File: config.mk
export PLATFORM = sky130hd
export DESIGN_NAME = dot_product_sequencer
export DESIGN_NICKNAME = d
export VERILOG_FILES = /design/src/rtl/dot_product_sequencer.sv
export SDC_FILE = /design/constraint.sdc
export NUM_CORES = 1
export LEC_CHECK = 0
export ABC_AREA = 0
export CAP_MARGIN = 20
export CORE_AREA = 5 5 430 432
export CTS_CLUSTER_SIZE = 30
export DETAILED_ROUTE_END_ITERATION = 12
export DIE_AREA = 0 0 435 437
export SLEW_MARGIN = 10
export SYNTH_ARGS = -nofsm -noshare
export SYNTH_HDL_FRONTEND = slang
export SYNTH_SLANG_ARGS = --single-unit
File: constraint.sdc
create_clock -name clk -period 2.3 [get_ports clk]
set_input_delay 0.345 -clock clk [delete_from_list [all_inputs] [get_ports clk]]
set_output_delay 0.345 -clock clk [all_outputs]
set_load 0.02 [all_outputs]
File: src/rtl/dot_product_sequencer.sv
// Streams two operand vectors chunk by chunk from RAM into a dot-product datapath,
// masks the tail lanes beyond NOE, then waits (bounded) for the datapath result.
module dot_product_sequencer #(
  parameter int NOE     = 10,
  parameter int ELEM_W  = 32,
  parameter int UNITS   = 8,
  parameter int ADDR_W  = 8,
  parameter int TIMEOUT = 64
) (
  input  logic                    clk,
  input  logic                    reset,
  input  logic                    start,
  output logic                    busy,
  output logic                    done,
  output logic                    error,
  output logic [ELEM_W-1:0]       result,
  output logic                    mem_rd_en,
  output logic [ADDR_W-1:0]       mem_addr,
  input  logic [UNITS*ELEM_W-1:0] mem_a_data,
  input  logic [UNITS*ELEM_W-1:0] mem_b_data,
  output logic [UNITS*ELEM_W-1:0] dp_a,
  output logic [UNITS*ELEM_W-1:0] dp_b,
  output logic                    dp_valid,
  output logic                    dp_last,
  input  logic                    dp_finish,
  input  logic [ELEM_W-1:0]       dp_result,
  output logic [2:0]              dbg_state
);

  // Datapath handshake: dp_valid is a one-cycle qualifier with no back-pressure;
  // dp_a/dp_b are only meaningful while dp_valid is high and hold otherwise.
  localparam int CHUNKS = (NOE + UNITS - 1) / UNITS;
  localparam int WAIT_W = $clog2(TIMEOUT + 1);
  localparam logic [ADDR_W-1:0] LAST_ADDR = ADDR_W'(CHUNKS - 1);
  localparam logic [WAIT_W-1:0] WAIT_LAST = WAIT_W'(TIMEOUT - 1);

  typedef enum logic [2:0] {
    S_IDLE   = 3'd0,
    S_STREAM = 3'd1,
    S_DRAIN  = 3'd2,
    S_WAIT   = 3'd3,
    S_DONE   = 3'd4
  } state_t;

  state_t state, state_next;

  logic [ADDR_W-1:0]       chunk_cnt;
  logic [WAIT_W-1:0]       wait_cnt;
  logic                    rd_pending;
  logic                    rd_last;
  logic [ADDR_W-1:0]       rd_chunk;
  logic [UNITS*ELEM_W-1:0] mask;
  logic                    timed_out;

  assign timed_out = (wait_cnt == WAIT_LAST);
  assign mem_addr  = chunk_cnt;
  assign dbg_state = state;

  always_ff @(posedge clk) begin
    if (reset) state <= S_IDLE;
    else       state <= state_next;
  end

  always_comb begin
    state_next = state;
    busy       = 1'b1;
    done       = 1'b0;
    mem_rd_en  = 1'b0;
    case (state)
      S_IDLE: begin
        busy = 1'b0;
        if (start) state_next = S_STREAM;
      end
      S_STREAM: begin
        mem_rd_en = 1'b1;
        if (chunk_cnt == LAST_ADDR) state_next = S_DRAIN;
      end
      S_DRAIN: begin
        if (dp_valid && dp_last) state_next = S_WAIT;
      end
      S_WAIT: begin
        if (dp_finish || timed_out) state_next = S_DONE;
      end
      S_DONE: begin
        done       = 1'b1;
        state_next = S_IDLE;
      end
      default: state_next = S_IDLE;
    endcase
  end

  // Lanes whose element index falls past NOE are zeroed; the chunk index
  // travels with the read so the mask lines up with the returning data.
  always_comb begin
    mask = '0;
    for (int i = 0; i < UNITS; i++) begin
      mask[i*ELEM_W +: ELEM_W] = ((int'(rd_chunk) * UNITS + i) < NOE) ? {ELEM_W{1'b1}} : '0;
    end
  end

  always_ff @(posedge clk) begin
    if (reset) begin
      chunk_cnt  <= '0;
      wait_cnt   <= '0;
      rd_pending <= 1'b0;
      rd_last    <= 1'b0;
      rd_chunk   <= '0;
      dp_valid   <= 1'b0;
      dp_last    <= 1'b0;
      dp_a       <= '0;
      dp_b       <= '0;
      result     <= '0;
      error      <= 1'b0;
    end else begin
      if (state == S_IDLE && start) chunk_cnt <= '0;
      else if (state == S_STREAM && chunk_cnt != LAST_ADDR) chunk_cnt <= chunk_cnt + ADDR_W'(1);

      rd_pending <= mem_rd_en;
      rd_chunk   <= chunk_cnt;
      rd_last    <= (chunk_cnt == LAST_ADDR);

      dp_valid <= rd_pending;
      dp_last  <= rd_pending & rd_last;
      if (rd_pending) begin
        dp_a <= mem_a_data & mask;
        dp_b <= mem_b_data & mask;
      end

      if (state == S_WAIT) wait_cnt <= wait_cnt + WAIT_W'(1);
      else                 wait_cnt <= '0;

      if (state == S_IDLE && start) begin
        error <= 1'b0;
      end else if (state == S_WAIT) begin
        // A finish arriving on the last allowed cycle still counts as success.
        if (dp_finish) begin
          result <= dp_result;
        end else if (timed_out) begin
          result <= '0;
          error  <= 1'b1;
        end
      end
    end
  end

endmodule
Word-level counts from Yosys, hierarchy flattened --
Cells that the tools add are included. Widths: inputs -> output; s select.
Word-level totals: word-level logic and storage cells 75, bits in registers 575, output and inout bits 561
Cells by class: reduce and logical (&&, ||, !) cells 11, eq/ne operators 11, bitwise operators 6, add/subtract/negate cells 9, order comparisons 8, muxes and demuxes 18
Operators by type and width (number):
- $and 256x256->256 | 2
- $mux 32 | 10
- $lt 12x4->1 const B | 7
- $add 11x3->12 const B | 4
- $add 11x2->12 const B | 2
- $add 11x1->12 const B | 1
- $mux 3 | 4
- $pmux 3 s4 | 1
- $lt 11x4->1 const B | 1
- $add 8x1->8 const B | 1
- $eq 8x1->1 const B | 1
- $ne 8x1->1 const B | 1
- $add 7x1->7 const B | 1
- $eq 7x6->1 const B | 1
- $eq 3x2->1 const B | 2
- $ne 2x2->1 const B | 3
- $reduce_and 3->1 | 2
- $reduce_and 4->1 | 1
- $reduce_or 2->1 | 2
- $eq 3x1->1 const B | 1
- $eq 3x3->1 const B | 1
- $logic_and 1x1->1 | 3
- $logic_not 3->1 | 1
- $mux 1 | 3
- other kinds (5) | 7

Depth between registers and ports, before layout --
depth in word-level cells 4, gate-level depth with buffers 8, gate-level depth less buffers 6

Worst setup path after synthesis --
OpenSTA, ideal clock, no wires.
path kind register to register, start point reg chunk_cnt[0] (netlist: mem_addr[0]), end point reg state[0] (netlist: dbg_state[0]), clock period less this slack 1.669 ns, stages on the path, launching flop included 6, arrival time 1.532 ns, buffers on the path 0, path slack 0.631 ns, library setup time 0.136 ns, cell sequence dfxtp_1 ha_1 nor4b_1 a21boi_4 a211oi_2 a311oi_2
Between the ends: word-level cells in the longest chain between the ends 3
Ends and longest elaborated chain:
- start, declared | line 47 | logic [ADDR_W-1:0] chunk_cnt;
- start signal, assigned | line 116 | else if (state == S_STREAM && chunk_cnt != LAST_ADDR) chunk_cnt <= chunk_cnt + ADDR_W'(1);
- $eq 8x1->1 | line 76 | if (chunk_cnt == LAST_ADDR) state_next = S_DRAIN;
- $ne 2x1->1 (no line)
- $reduce_and 4->1 (no line)
- end signal, assigned | line 61 | else state <= state_next;
- end, declared | line 45 | state_t state, state_next;
No other way between the ends. A chain may end at the register's enable or synchronous reset.

Final worst setup path --
start point reg dp_b[14], end point out dp_b[14]
RTL lines:
- start, declared | line 22 | output logic [UNITS*ELEM_W-1:0] dp_b,
- start signal, assigned | line 126 | dp_b <= mem_b_data & mask;
No word-level cell between the ends.

==> key figures <==
Timing
  – Min Tclk post-route: 2.25 ns
  – Relative slew slack: 0.562
  – Setup TNS: 0 ns
  – Hold Fails Final Rpt: 0
  – Period utilization: 0.978
  – Fin. max-slew vios: 0
  – Pin slew with the least headroom to its limit: 0.648 ns
  – Max Fclk: 0.444 GHz
  – Layout Skew: 0.0328 ns
  – Setup violators final: 0
  – Hold WS: 0.254 ns
  – RSZ-0062 raised after global routing: false

Yosys
  – Synth unique cells: 44
  – Synth top area cells: dfxtp_1 49%, nor2b_1 14%, a21oi_2 12%
  – Post-synth EDFFs: 0
  – Main combinational cell family by area after synthesis: simple AND/OR/NAND/NOR gates
  – Complex-gate fraction of the synthesized area: 0.177
  – Syn Inst Count: 2417
  – Async set-reset flop share out of synthesis: 0
  – Simple-gate share of the synthesized area: 0.269
  – Adder-cell area share of the yosys netlist: 0.00161
  – #FFs+latches synth: 575
  – Syn Nets: 2968
  – Main synth FF type: dfxtp_1
  – Post-synthesis mux area share: 0
  – Leading area contributor after synthesis: dfxtp_1
  – Seq/Total Area, Yosys: 0.493
  – Synth Area in XOR/XNOR: 0.00337
  – Synth top area share: 0.493
  – Yosys Warn Count: 0
  – Synthesized area per cell: 9.67 sq um
  – Mapped Area: 0.0234 sq mm

Die
  – Core area: 0.180 sq mm
  – Die height: 437 um
  – # rows: 156
  – Chip width: 435 um
  – Die area: 0.190 sq mm
  – Io pins: 1109
  – Starting Density: 0.130

Worst setup path
  – Worst EP required: 1.96 ns
  – Slowest CP cell: clkdlybuf4s50_1
  – Crit start category: flop
  – Critical Path Max Stage Delay: 0.68 ns
  – CP Cell Sequence: clkdlybuf4s50_1
  – Worst setup EP type: primary output
  – CP arrival: 1.91 ns
  – FF-to-FF setup slack: 0.39 ns
  – CP bufs+invs: 1
  – CP top delay family: buffers and inverters
  – Setup CP Type: flop to primary output
  – Critical path fanouts, max: 2

Global route
  – Gr ovfl total: 0
  – Largest net degree at the start of global routing: 119
  – First-pass GRT wire length: 170000 um
  – Total GRT Usage: 0.126
  – Number of global-route vias before repair: 20800
  – Initial antenna violation count: 46

Power and ir drop
  – Pwr dens: 692 mW/mm^2
  – Switch share: 0.278
  – Switching power: 7.60 mW
  – P_int: 19.7 mW
  – Reg power frac: 0.390
  – Maximum vdd ir drop: 0.000663 V
  – Logic gate share of total power: 0.174
  – Final Total Pwr: 27.3 mW
  – Leak: 14.2 nW
  – Clk network pwr share: 0.436

Placement
  – DP HPWL: 101000 um
  – Dpl cell area: 0.0370 sq mm
  – RD Place Congestion: 0.970
  – Number of port buffers: 1108

Clock tree
  – Postcts setup bufs: 0
  – Root buffer cell: clkbuf_16
  – Clock tree buffer depth: 3
  – Total clock buffers created by CTS: 72
  – H-tree depth: 3
  – Sink Count: 575
  – Worst-Skew Late Latency: 0.68 ns
  – CTS tree: built
  – Clock transition at the registers of the reported paths: 0.06 ns

Route
  – DR pass1 iterations: 5
  – Drt drc: 0
  – DRT antenna net count: 0
  – Vias post-DR: 21000
  – Total Wirelength: 126000 um
  – Avg WL per Cell: 21.2 um
  – Vias per cell: 3.53
  – 1st-iter DRT viols: 1354

Finish
  – Finished Cell Area: 0.0394 sq mm
  – Area delta synth->final: 68.7%
  – Commonest non-fill, non-tap cell in the layout: clkdlybuf4s50_1
  – Most frequent cells in the layout: 1082 x clkdlybuf4s50_1, 571 x dfxtp_1, 523 x nor2b_1
  – Area of the multi-input gates: 0.0105 sq mm
  – Sequential Area: 0.0115 sq mm
  – Fillers: 19600
  – # nets final: 4048
  – Share of cells above drive strength 1: 0.232

Status
  – Status: finished clean

Hold path
  – Hold WC Path Type: primary input to flop

Flow run
  – MaxCap Viol Count: 0
-- metrics by stage --
step           worst slack [ns]  utilization  cells
2_1_floorplan             0.631            -   2417
3_3_place_gp              0.388        0.205   5792
3_5_place_dp              0.405        0.205   5792
4_1_cts                 0.00147        0.219   5920
5_1_grt                  0.0118        0.219   5923
6_report                 0.0495        0.219   5934
-- cell families (layout without fill, tap and decap cells) --
group                      count (synthesis)  after routing
buffers and inverters                    182           1315
other                                      0             14
xor gates and xnor gates                   9              9
DFF                                      575            575
AOI/OAI and AO/OA                        559            559
adders and majority gates                  3              3
and+or+nand+nor                         1089           1089
-- cell usage after synthesis (2+ instances only) --
cell type	count
xor2_1	7
xnor2_1	2
nor2_2	311
nor2b_1	523
a21oi_1	206
a21oi_2	311
and4_1	2
or3_1	2
nor2_1	220
dfxtp_1	575
nand2_1	6
buf_1	2
and3_1	3
buf_2	32
nand4_1	3
inv_1	3
clkbuf_1	103
a22o_1	32
nand3_1	5
buf_6	8
ha_1	3
and2_1	4
buf_12	33
-- power groups by stage --
stage,Combinational (mW),Clock (mW),Sequential [mW]
4_1_cts,4.80,12.3,10.6
3_5_place_dp,4.78,0,10.8
2_1_floorplan,1.76,0,11.3
3_3_place_gp,4.76,0,10.8
5_1_grt,5.02,12.7,10.7
6_report,4.75,11.9,10.6
-- path summary, 6_finish.rpt --
path | startpoint | endpoint | depth (start not counted)
worst min-delay path | dp_result[7] | result[7] | 2
worst max register to register | rd_chunk[3] | dp_b[178] | 6
worst max-delay path | dp_b[14] | dp_b[14] | 1
worst min register to register | rd_last | dp_last | 1
-- what timing repair did --
item | CTS | global route
hold buffers | 1 | 0
resized for setup | 26 | 0
endpoints found under the hold margin | 20 | 0
endpoints found under the setup margin | 25 | 0
-- routing by layer --
metal	up-vias	wire length, um	track usage
met5	-	183	0
met4	28	2670	0.0343
li1	10000	-	-
met3	156	9380	0.0412
met1	9948	55700	0.163
met2	809	57600	0.200
-- sequential cells by signal (all words and copies together), names as in the netlist, 3 cells and up --
signal     cells
wait_cnt       7
mem_addr       8
dp_a         256
dp_b         256
rd_chunk       8
result        32
dbg_state      3
-- cell type report --
class                      count  share of cell area
antenna                       14            0.000889
clock buffer                 109              0.0533
clock inverter                18             0.00876
inverter                       3            0.000286
multi-input combinational   1660               0.268
sequential                   575               0.292
tap                         2370              0.0752
timing repair buffer        1185               0.302
No activity file was read; power rests on OpenSTA's default activity.
==> variant 1: new RTL, config.mk and constraints unchanged <==
Add an input register stage for `start`, `mem_a_data`, `mem_b_data`, `dp_finish` and `dp_result`; this delays them by one clock.
--- a/src/rtl/dot_product_sequencer.sv
+++ b/src/rtl/dot_product_sequencer.sv
@@ -43,4 +43,18 @@
   } state_t;
 
+  logic start_q;
+  logic [UNITS*ELEM_W-1:0] mem_a_data_q;
+  logic [UNITS*ELEM_W-1:0] mem_b_data_q;
+  logic dp_finish_q;
+  logic [ELEM_W-1:0] dp_result_q;
+
+  always_ff @(posedge clk) begin
+    start_q      <= start;
+    mem_a_data_q <= mem_a_data;
+    mem_b_data_q <= mem_b_data;
+    dp_finish_q  <= dp_finish;
+    dp_result_q  <= dp_result;
+  end
+
   state_t state, state_next;
 
@@ -70,5 +84,5 @@
       S_IDLE: begin
         busy = 1'b0;
-        if (start) state_next = S_STREAM;
+        if (start_q) state_next = S_STREAM;
       end
       S_STREAM: begin
@@ -80,5 +94,5 @@
       end
       S_WAIT: begin
-        if (dp_finish || timed_out) state_next = S_DONE;
+        if (dp_finish_q || timed_out) state_next = S_DONE;
       end
       S_DONE: begin
@@ -113,5 +127,5 @@
       error      <= 1'b0;
     end else begin
-      if (state == S_IDLE && start) chunk_cnt <= '0;
+      if (state == S_IDLE && start_q) chunk_cnt <= '0;
       else if (state == S_STREAM && chunk_cnt != LAST_ADDR) chunk_cnt <= chunk_cnt + ADDR_W'(1);
 
@@ -123,6 +137,6 @@
       dp_last  <= rd_pending & rd_last;
       if (rd_pending) begin
-        dp_a <= mem_a_data & mask;
-        dp_b <= mem_b_data & mask;
+        dp_a <= mem_a_data_q & mask;
+        dp_b <= mem_b_data_q & mask;
       end
 
@@ -130,10 +144,10 @@
       else                 wait_cnt <= '0;
 
-      if (state == S_IDLE && start) begin
+      if (state == S_IDLE && start_q) begin
         error <= 1'b0;
       end else if (state == S_WAIT) begin
         // A finish arriving on the last allowed cycle still counts as success.
-        if (dp_finish) begin
-          result <= dp_result;
+        if (dp_finish_q) begin
+          result <= dp_result_q;
         end else if (timed_out) begin
           result <= '0;
Behaviour: not the same (Yosys sat finds a counterexample within 4 cycles, from zero or initial values and one cycle with reset high).
==> variant 1 against the original RTL <==
  * Clock skew up 14 ps
  * Total power up 86%
  * Routed wire length increased by 6.8%
  * Worst setup slack better by 32 ps
  * Sequential cell count rose by 546
  * Worst hold slack worse by 170 ps
  * Cell area increased by 41%
  * Area after synthesis rose by 40%
==> variant 1: results (changes against the original RTL) <==
[route]
drt_iter0_drc=1267  ; -6.4%
routed_via_density=3.74  ; +5.9%
drt-total-wl_um=134000  ; +6.8%
detail_route.wl_per_cell_um=19.0  ; -10%

[setup_path]
worstReg2RegEnd=dp_b[215]$_SDFFE_PP0P_
reg2reg_from=rd_chunk[3]$_SDFF_PP0_
critPathArrivalTime_ps=1870  ; -40 ps
rr_worst_depth=6  ; unchanged

[synthesis]
ys_top_cells_by_area=dfxtp_1 (69%), nor2b_1 (10%), a21oi_1 (6.3%)
synthesis.nets=3519  ; +19%
synthCells=2968  ; +23%
ys_seq_area_share_pct=68.6  ; +19 points
synth.distinct_cells=42  ; -4.5%
synthTopCellsByCount=dfxtp_1 (1121), nor2b_1 (521), nor2_1 (434)

[cells_and_area]
n_fill_cell=18200  ; -7.3%
nNetsFinal=5124  ; +27%
drive_gt1_share_pct=10.2  ; -13 points

[clock_network]
cts_resized=52  ; +100%
cts_hold_buf=505  ; +504
clk_pin_slew_ps=70
clock_latency_ps=750  ; +70 ps
root_buffer=clkbuf_16
cts_buffer_depth=3  ; unchanged
numCtsBuffers=119  ; +65%
post-cts-setup-buffers=0  ; unchanged

[power]
peakVddDrop_mv=0.606  ; -8.6%
cellLeakagePower_nw=21.7  ; +52%
power_combinational_mw=9.36  ; +97%
switching_share_pct=27.7  ; -0.15 points
clock_power_share_pct=38.8  ; -4.8 points

[placed_design]
dp_slack_ps=338  ; -67.0 ps
post-dp-hpwl_um=96600  ; -4.4%
dp_cells=6317  ; +9.1%
gp_congestion=0.885  ; -8.8%

[sta]
slew_headroom_pct=45.1  ; -11 points
worst_clock_skew_ps=46.4  ; +13.5 ps
fin_hold_ws_ps=85.6  ; -168 ps

[global_routing]
grt_max_degree=110  ; -7.6%
global_route.usage.total_pct=13.4  ; +0.88 points
antenna_found_initial=48  ; +4.3%
grt_pass1_vias=27600  ; +33%
grt_pass1_wl_um=191000  ; +12%

[hold_path]
holdPathStages=1  ; -1
min_from=mem_a_data[90]
hold_end=mem_a_data_q[90]$_DFF_P_

[outcome]
status=complete, no violations

-- variant 1: routing by layer --
metal | GRT usage, % | wire length (um)
met2 | 22.1 | 62900
met4 | 7.57 | 8070
met1 | 15.4 | 53900
met5 | 0 | 195
met3 | 4.37 | 9050
-- variant 1: cell type report --
| cell class | instances | share of cell area, % |
|---|---|---|
| Inverter | 6 | 0.0406 |
| Tap cell | 2370 | 5.34 |
| Timing Repair Buffer | 1664 | 30.1 |
| Multi-Input combinational cell | 1661 | 16.6 |
| Clock inverter | 51 | 1.04 |
| Clock buffer | 172 | 6.32 |
| Antenna cell | 29 | 0.131 |
| Sequential cell | 1121 | 40.4 |
-- variant 1: worst max-delay path by stage --
stage | from | to | slack (ps) | depth (start not counted)
floorplan | mem_addr[0]$_SDFFE_PP0P_ | dbg_state[1]$_SDFFE_PP0P_ | 630 | 5
global placement | dbg_state[2]$_SDFFE_PP0P_ | mem_rd_en | 350 | 3
detailed placement | dbg_state[2]$_SDFFE_PP0P_ | mem_rd_en | 340 | 3
CTS | dp_a[94]$_SDFFE_PP0P_ | dp_a[94] | 0.02 | 1
global route | dp_b[245]$_SDFFE_PP0P_ | dp_b[245] | -2 | 1
finish | dp_a[229]$_SDFFE_PP0P_ | dp_a[229] | 80 | 1
-- variant 1: per-stage QoR --
step | power, mW | instance area (um2)
after floorplan | 26.4 | 32700
final | 50.8 | 55500
after detailed placement | 30.8 | 46300
after CTS | 51.5 | 55400
after global routing | 52.9 | 55500
after global placement | 30.7 | 46300
-- variant 1: kinds of logic after synthesis --
logic type | share of synthesized area [%]
flops | 68.6
xor+xnor | 0.268
fa+ha+maj | 0.115
buf+inv | 3.35
simple gates | 17.6
compound gates | 10.1
==> variant 2: new RTL, same settings <==
Without the edit above. Change the parameter `TIMEOUT` from 64 to 128.
--- a/src/rtl/dot_product_sequencer.sv
+++ b/src/rtl/dot_product_sequencer.sv
@@ -6,5 +6,5 @@
   parameter int UNITS   = 8,
   parameter int ADDR_W  = 8,
-  parameter int TIMEOUT = 64
+  parameter int TIMEOUT = 128
 ) (
   input  logic                    clk,
Formal check against the unedited RTL: same outputs for any inputs over 4 cycles, from zero or initial values and one cycle with reset high; that may be too few to reach the edited logic, so the function may still have changed.
==> variant 2 against the original RTL <==
  * Cell area fell by 3.4%
  * Worst setup slack better by 65 ps
  * Combinational power increased by 80%
  * Routed wire length shrank 9.5%
  * Global-route usage is 1.3 points lower
  * Total power rose by 17%
  * Critical endpoint is now dp_b[244]
  * Fmax up 3.0%
  * Sequential cell count up 1
  * Area after synthesis shrank 6.3%
  * Worst hold slack improved by 20 ps
  * Count of clock-buffer cells in the layout down 6
  * Die area is the same
  * Register-to-register slack gained 50 ps
==> variant 2: results (changes against the original RTL) <==
[sta]
worst_clock_skew_ps=24.2  ; -8.69 ps
fin_hold_ws_ps=273  ; +19.8 ps
worst_pin_slew_ps=748  ; +99.8 ps
timing.fmax_mhz=458  ; +3.0%

[synthesis]
synthesis.nets=2983  ; +0.51%
avgSynthCellArea_um2=9.00  ; -6.9%
synthTopCellsByCount=dfxtp_1 (576), nor2b_1 (523), nor2_1 (431)
ys_warn_count=0  ; unchanged
ys_seq_area_share_pct=52.7  ; +3.4 points
ys_top_cells_by_area=dfxtp_1 (53%), nor2b_1 (15%), a21oi_1 (9.6%)
synth.distinct_cells=46  ; +4.5%

[global_routing]
grt_pass1_wl_um=157000  ; -7.6%
antenna_found_initial=40  ; -13%
grt_max_degree=130  ; +9.2%
global_route.usage.total_pct=11.3  ; -1.3 points
grt_pass1_vias=20700  ; -0.54%

[power]
peakVddDrop_mv=0.521  ; -21%
cellLeakagePower_nw=14.1  ; -1.2%

[cells_and_area]
top_regs=dp_a x256, dp_b x256, result x32
n_fill_cell=19700  ; +0.60%
nNetsFinal=4048  ; unchanged
drive_gt1_share_pct=11.1  ; -12 points
finalNonFillerCells=5924  ; -0.17%

[outcome]
status=complete, no violations

[placed_design]
gp_congestion=0.927  ; -4.5%
place_area_mm2=0.0356  ; -3.5%
dp_cells=5792  ; unchanged
dp_slack_ps=407  ; +2.39 ps
post-dp-hpwl_um=89300  ; -12%

[route]
dr.pass1.iters=5  ; unchanged
routed_via_density=3.58  ; +1.2%
detail_route.wl_per_cell_um=19.2  ; -9.4%
drt_iter0_drc=1380  ; +1.9%

[clock_network]
clock_latency_ps=660  ; -20 ps
htree_num_levels=3  ; unchanged

[setup_path]
r2r_slack_ps=440  ; +50 ps
rr_worst_depth=6  ; unchanged
critPathTopFamily=buffers and inverters
critPathArrivalTime_ps=1840  ; -70 ps
max_stage_delay_ps=710  ; +30 ps
timing.critical_path.fanout_max=2  ; unchanged

[hold_path]
hold_class=primary input to flip-flop

## variant 2: layout make-up
type	count	area [um2]	area share [%]
multi-input combinational	1667	9260	24.3
clock inverter	22	337	0.884
inverter	6	26.3	0.0690
tap	2370	2970	7.79
sequential	576	11500	30.3
clock buffer	103	2090	5.49
timing repair buffer	1174	11800	31.1
antenna	6	15.0	0.0394
## variant 2: power by group
group | internal [mW] | total [mW] | switching [mW]
Combinational | 3.90 | 8.55 | 4.65
Clock | 7.01 | 11.8 | 4.74
Sequential | 11.0 | 11.6 | 0.623
## variant 2: worst paths after layout
kind | from | end
worst max register to register | wait_cnt[0]$_SDFF_PP0_ | result[19]$_SDFFE_PP0P_
worst min-delay path | dp_result[4] | result[4]$_SDFFE_PP0P_
worst min register to register | rd_last$_SDFF_PP0_ | dp_last$_SDFF_PP0_
worst max-delay path | dp_b[244]$_SDFFE_PP0P_ | dp_b[244]
## variant 2: logic make-up after synthesis
kind of cell / synth area share, %
XOR/XNOR: 0.400
buffers and inverters: 5.13
adder cells (fa/ha/maj): 0.171
AND/OR/NAND/NOR: 26.4
flip-flops: 52.7
AO/OA/AOI/OAI: 15.2
## variant 2: per-layer routing
metal	track usage, %	part of all wire, %	up-vias
met4	3.46	2.5	30
met5	0	0.16	-
li1	-	-	10000
met3	3.95	8.2	160
met1	13.9	42	10100
met2	18.6	47	859
## variant 2: what timing repair did
| action | in CTS | in global routing |
|---|---|---|
| setup endpoints to repair | 22 | 0 |
| resized for setup | 22 | 0 |
| endpoints found under the hold margin | 21 | 0 |
| hold buffers | 1 | 0 |
